### src/rtl/reset_sequencer.sv
// Boot/restart sequencer: after reset it clears register-file entries
// 1..REG_COUNT-1, holds the core in reset for HOLD_CYCLES more cycles, then
// releases the program counter and reports boot_done. A soft restart request
// is honoured only while running. Outputs are decoded purely from flops.
module reset_sequencer #(
  parameter int REG_COUNT   = 32,
  parameter int ADDR_W      = 5,
  parameter int HOLD_CYCLES = 4
) (
  input  logic              clk,
  input  logic              reset,
  input  logic              soft_rst_req,
  output logic              rf_clr_we,
  output logic [ADDR_W-1:0] rf_clr_addr,
  output logic              core_rst,
  output logic              pc_rst,
  output logic              boot_done,
  output logic [1:0]        seq_state
);

  typedef enum logic [1:0] {
    S_RESET = 2'd0,
    S_CLEAR = 2'd1,
    S_HOLD  = 2'd2,
    S_RUN   = 2'd3
  } state_e;

  localparam logic [ADDR_W-1:0] LAST_ADDR = ADDR_W'(REG_COUNT - 1);
  localparam logic [7:0]        HOLD_LAST = 8'(HOLD_CYCLES - 1);

  state_e            state_q, state_d;
  logic [ADDR_W-1:0] addr_q, addr_d;
  logic [7:0]        hold_q, hold_d;

  // State, clear address and hold counter; reset wins immediately, no clock needed
  always_ff @(posedge clk or posedge reset) begin
    if (reset) begin
      state_q <= S_RESET;
      addr_q  <= '0;
      hold_q  <= '0;
    end else begin
      state_q <= state_d;
      addr_q  <= addr_d;
      hold_q  <= hold_d;
    end
  end

  // Next-state logic; address and counter are zeroed whenever they are idle
  always_comb begin
    state_d = state_q;
    addr_d  = addr_q;
    hold_d  = hold_q;
    case (state_q)
      S_RESET: begin
        // x0 is hard-wired zero, so clearing starts at entry 1
        state_d = S_CLEAR;
        addr_d  = ADDR_W'(1);
        hold_d  = '0;
      end
      S_CLEAR: begin
        if (addr_q == LAST_ADDR) begin
          state_d = S_HOLD;
          addr_d  = '0;
          hold_d  = '0;
        end else begin
          addr_d = addr_q + ADDR_W'(1);
        end
      end
      S_HOLD: begin
        if (hold_q == HOLD_LAST) begin
          state_d = S_RUN;
          hold_d  = '0;
        end else begin
          hold_d = hold_q + 8'd1;
        end
      end
      S_RUN: begin
        if (soft_rst_req) begin
          state_d = S_RESET;
          addr_d  = '0;
          hold_d  = '0;
        end
      end
      default: begin
        state_d = S_RESET;
        addr_d  = '0;
        hold_d  = '0;
      end
    endcase
  end

  // Moore decode of the state register
  always_comb begin
    rf_clr_we   = (state_q == S_CLEAR);
    rf_clr_addr = addr_q;
    core_rst    = (state_q == S_RESET) || (state_q == S_CLEAR);
    pc_rst      = (state_q != S_RUN);
    boot_done   = (state_q == S_RUN);
    seq_state   = state_q;
  end

endmodule

### config.mk
export PLATFORM = sky130hd
export DESIGN_NAME = reset_sequencer
export DESIGN_NICKNAME = d
export VERILOG_FILES = /design/src/rtl/reset_sequencer.sv
export SDC_FILE = /design/constraint.sdc
export NUM_CORES = 1
export LEC_CHECK = 0
export BUFFER_PORTS_ARGS = -buffer_cell sky130_fd_sc_hd__buf_2
export CAP_MARGIN = 20
export CORE_AREA = 2 2 44 46
export CTS_CLUSTER_DIAMETER = 60
export DETAILED_ROUTE_END_ITERATION = 10
export DIE_AREA = 0 0 46 48
export GPL_ROUTABILITY_DRIVEN = 0
export PLACE_DENSITY = 0.72
export SLEW_MARGIN = 20
export SYNTH_ARGS = -nofsm -noshare
export SYNTH_HDL_FRONTEND = slang
export SYNTH_SLANG_ARGS = --single-unit
### constraint.sdc
create_clock -name clk -period 2.2 [get_ports clk]
set_clock_uncertainty 0.15 [all_clocks]
set_input_delay 0.22 -clock clk [delete_from_list [all_inputs] [get_ports clk]]
set_output_delay 0.22 -clock clk [all_outputs]
set_load 0.05 [all_outputs]
==> PnR_summary.wiki <==
{| class="wikitable"
! Metric !! Value
|-
| Synthesis-to-finish area growth || 19.2%
|-
| TritonCTS Buffers || 3
|-
| Final net count || 122
|-
| Synth Net Count || 102
|-
| Number of violations reported at the end of detailed-routing iteration 0 || 13
|-
| Sequential cell area fraction in the yosys report || 43.7%
|-
| Leakage dissipation || 0.000478 uW
|-
| Worst Max-Slew Pin Slew || 561 ps
|-
| List of cells traversed by the critical path || ha_1 > and3_1 > ha_1 > or2b_2 > nand2_2 > nor2_4 > o32a_2
|-
| Total negative slack || 0 ps
|-
| Util after Layout || 60.6%
|-
| Buf/Inv on CP || 0
|-
| Number of different library cells in the post-synthesis netlist || 26
|-
| Number of H-tree levels || 1
|-
| Required time reported for the critical path endpoint || 2220 ps
|-
| Dominant synthesized flop cell || dfrtp_1
|-
| Beginning of the critical path || rf_clr_addr[0]
|-
| Pre-Repair DR Iteration Count || 4
|-
| Startpoint of the most critical register-to-register path || rf_clr_addr[0]
|-
| Top Family by Delay on Critical Path || simple AND/OR/NAND/NOR gates
|-
| Post-DP HPWL || 1.33 mm
|-
| Cell Rows || 15
|-
| Core area || 1690 sq um
|-
| Post-CTS repair timing setup buffer count || 0
|-
| Max_slew headroom || 62.6%
|-
| Outcome || finished, final reports clean
|-
| Ratio of total power to cell area || 1420 nW/um^2
|-
| Area of the multi-input gates || 490 sq um
|-
| Count of flip-flops with a built-in enable after synthesis || 0
|-
| Post-route worst hold slack || 294 ps
|-
| Clock Pin Slew Worst Setup and Hold Paths || 90 ps
|-
| Die outline area || 2210 sq um
|-
| Start point of the worst hold path || soft_rst_req
|-
| Total power after layout || 1450 uW
|-
| Worst reg2reg endpoint || seq_state[0]
|-
| Nature of the critical path endpoint || flip-flop
|-
| CP arrival || 2100 ps
|-
| Startpoint class of the critical path || flip-flop
|-
| Minimum setup slack among reg-to-reg paths || 120 ps
|-
| Ys async rst share || 100%
|-
| Average routed wire per standard cell || 13.8 um
|-
| Sequential cell area in the final layout || 380 sq um
|-
| Post-Syn Area || 858 sq um
|-
| # clock sinks || 15
|-
| Bufs on Longest Clock Path || 2
|-
| Number of cells on the worst hold path || 5
|-
| Number of setup violations in the final report || 0
|-
| Total vias in the final route || 706
|-
| Cell type with the highest occurrence count on the critical path || ha_1
|-
| Congestion Overflow GR || 0
|-
| Class of the most critical setup path || flip-flop to flip-flop
|-
| Worst-path fanout max || 7
|-
| DRC Markers || 0
|-
| Clock insertion delay at the later pin of the skew report || 280 ps
|-
| Hold violation count in the final report || 0
|-
| Global-route wire length before repair || 2.94 mm
|-
| Max VDD drop || 1.01 mV
|-
| Number of synthesized register bits || 15
|-
| Die H || 48 um
|-
| RSZ-0062 raised after global routing || no
|-
| Largest stage delay, worst path || 440 ps
|-
| Final Cycle Share || 94.5%
|-
| Post-detailed-route via-to-cell ratio || 5.56
|-
| Count of cell instances traversed by the critical path || 7
|-
| Max stage delay cell, worst path || dfrtp_2
|-
| CTS tree || built
|-
| Hold crit path type || primary input to flip-flop
|-
| Final Critical Period || 2080 ps
|-
| Maximum achievable frequency || 481 MHz
|-
| Fraction of layout cells with a size suffix above 1 || 27.3%
|-
| Total GRT Usage || 19.0%
|-
| Count of nets left with antenna violations after detail routing || 0
|-
| Final wirelength || 1.75 mm
|-
| Slew Limit Fails || 0
|-
| I/O pin total || 14
|-
| Die Span X || 46 um
|-
| Total number of yosys warnings || 0
|-
| N_diodes || 0
|-
| Antenna violations before repair || 0
|-
| Worst reg-to-reg path cell count || 7
|-
| Number of global-route vias before repair || 670
|-
| Effective utilization at floorplan || 50.8%
|-
| Count of buffers from port buffering || 13
|-
| Fill count || 138
|-
| Worst setup path endpoint || seq_state[0]
|-
| Buffer cell driving the clock tree root || clkbuf_4
|-
| Synthesized instance count || 91
|-
| Mean area per synthesized cell || 9.43 sq um
|-
| Max cap viols || 0
|-
| Maximum number of pins on one net before global-route repair || 16
|}
through the flow:
stage                     setup WS [ps]  cell area [sq um]  std cells
after CTS                          38.8               1020        127
after global routing               39.0               1020        127
after global placement              125                985        122
final                               120               1020        127
after detailed placement           61.1                985        122
after floorplan                    42.4                891         91
routing by layer:
metal  vias up  track usage, %  share of wire, %
li1        357               -                 -
met1       323            26.8                48
met3         2            3.40               4.9
met2        24            29.2                46
met5         -               0                 0
met4         0            6.86              0.46
placed cells by master (no fill, tap or decap), types with 2 or more instances in the layout:
cell / n
buf_2: 13
nand2_1: 12
dfrtp_1: 11
o21ai_0: 9
inv_1: 6
ha_1: 6
nand3_1: 5
nor2_1: 5
xnor2_1: 4
dfrtp_2: 4
nor4_1: 3
clkbuf_4: 3
or2b_2: 2
nand2b_1: 2
or4_1: 2
nor2b_1: 2
nand4_1: 2
ha_4: 2
registers in the layout, summed over array words and instances (netlist names):
name and count:
hold_q 8, seq_state 2, rf_clr_addr 5
cells in the mapped netlist, types with 2 or more instances:
cell      instances  area [sq um]
dfrtp_1          15           375
nand2_1          13          48.8
o21ai_0           9          45.0
ha_1              8           100
inv_1             6          22.5
nand3_1           5          25.0
nor2_1            5          18.8
xnor2_1           4          35.0
nor2b_1           3          18.8
nor4_1            3          18.8
nand2b_1          2          12.5
nand4_1           2          12.5
or2b_2            2          17.5
or4_1             2          15.0
how the worst min path moves through the flow:
stage	to	slack (ps)
floorplan	hold_q[0]	-30
global placement	rf_clr_addr[3]	150
detailed placement	rf_clr_addr[2]	150
CTS	rf_clr_addr[2]	290
global route	hold_q[1]	310
finish	hold_q[1]	290
report_power, final:
part	switching, uW	total [uW]	internal (uW)
sequential	80.6	416	335
combinational	600	872	272
clock	90.3	161	70.4
total	771	1450	678
area by class of cell:
type	instances	share of cell area, %
tap	17	2.08
inverter	6	2.20
multi-input combinational	70	47.9
sequential	15	37.2
clock buffer	4	2.57
timing repair buffer	15	8.07
worst reg2reg max path, stage by stage (launching register included):
cell     delay [ps]
dfrtp_2         440
ha_1            230
and3_1          200
ha_1            190
or2b_2          320
nand2_2         170
nor2_4           80
o32a_2          190
cells by family after synthesis:
logic type | synth area share [%]
xor+xnor | 4.08
flops | 43.7
simple gates | 25.2
fa+ha+maj | 11.7
buf+inv | 2.62
compound gates | 12.7
repair_timing:
action | CTS | global route
endpoints found under the setup margin | 0 | 3
resized for setup | 0 | 1
hold buffers | 1 | 0
endpoints found under the hold margin | 15 | 0
Power figures use the tool's default switching activity.
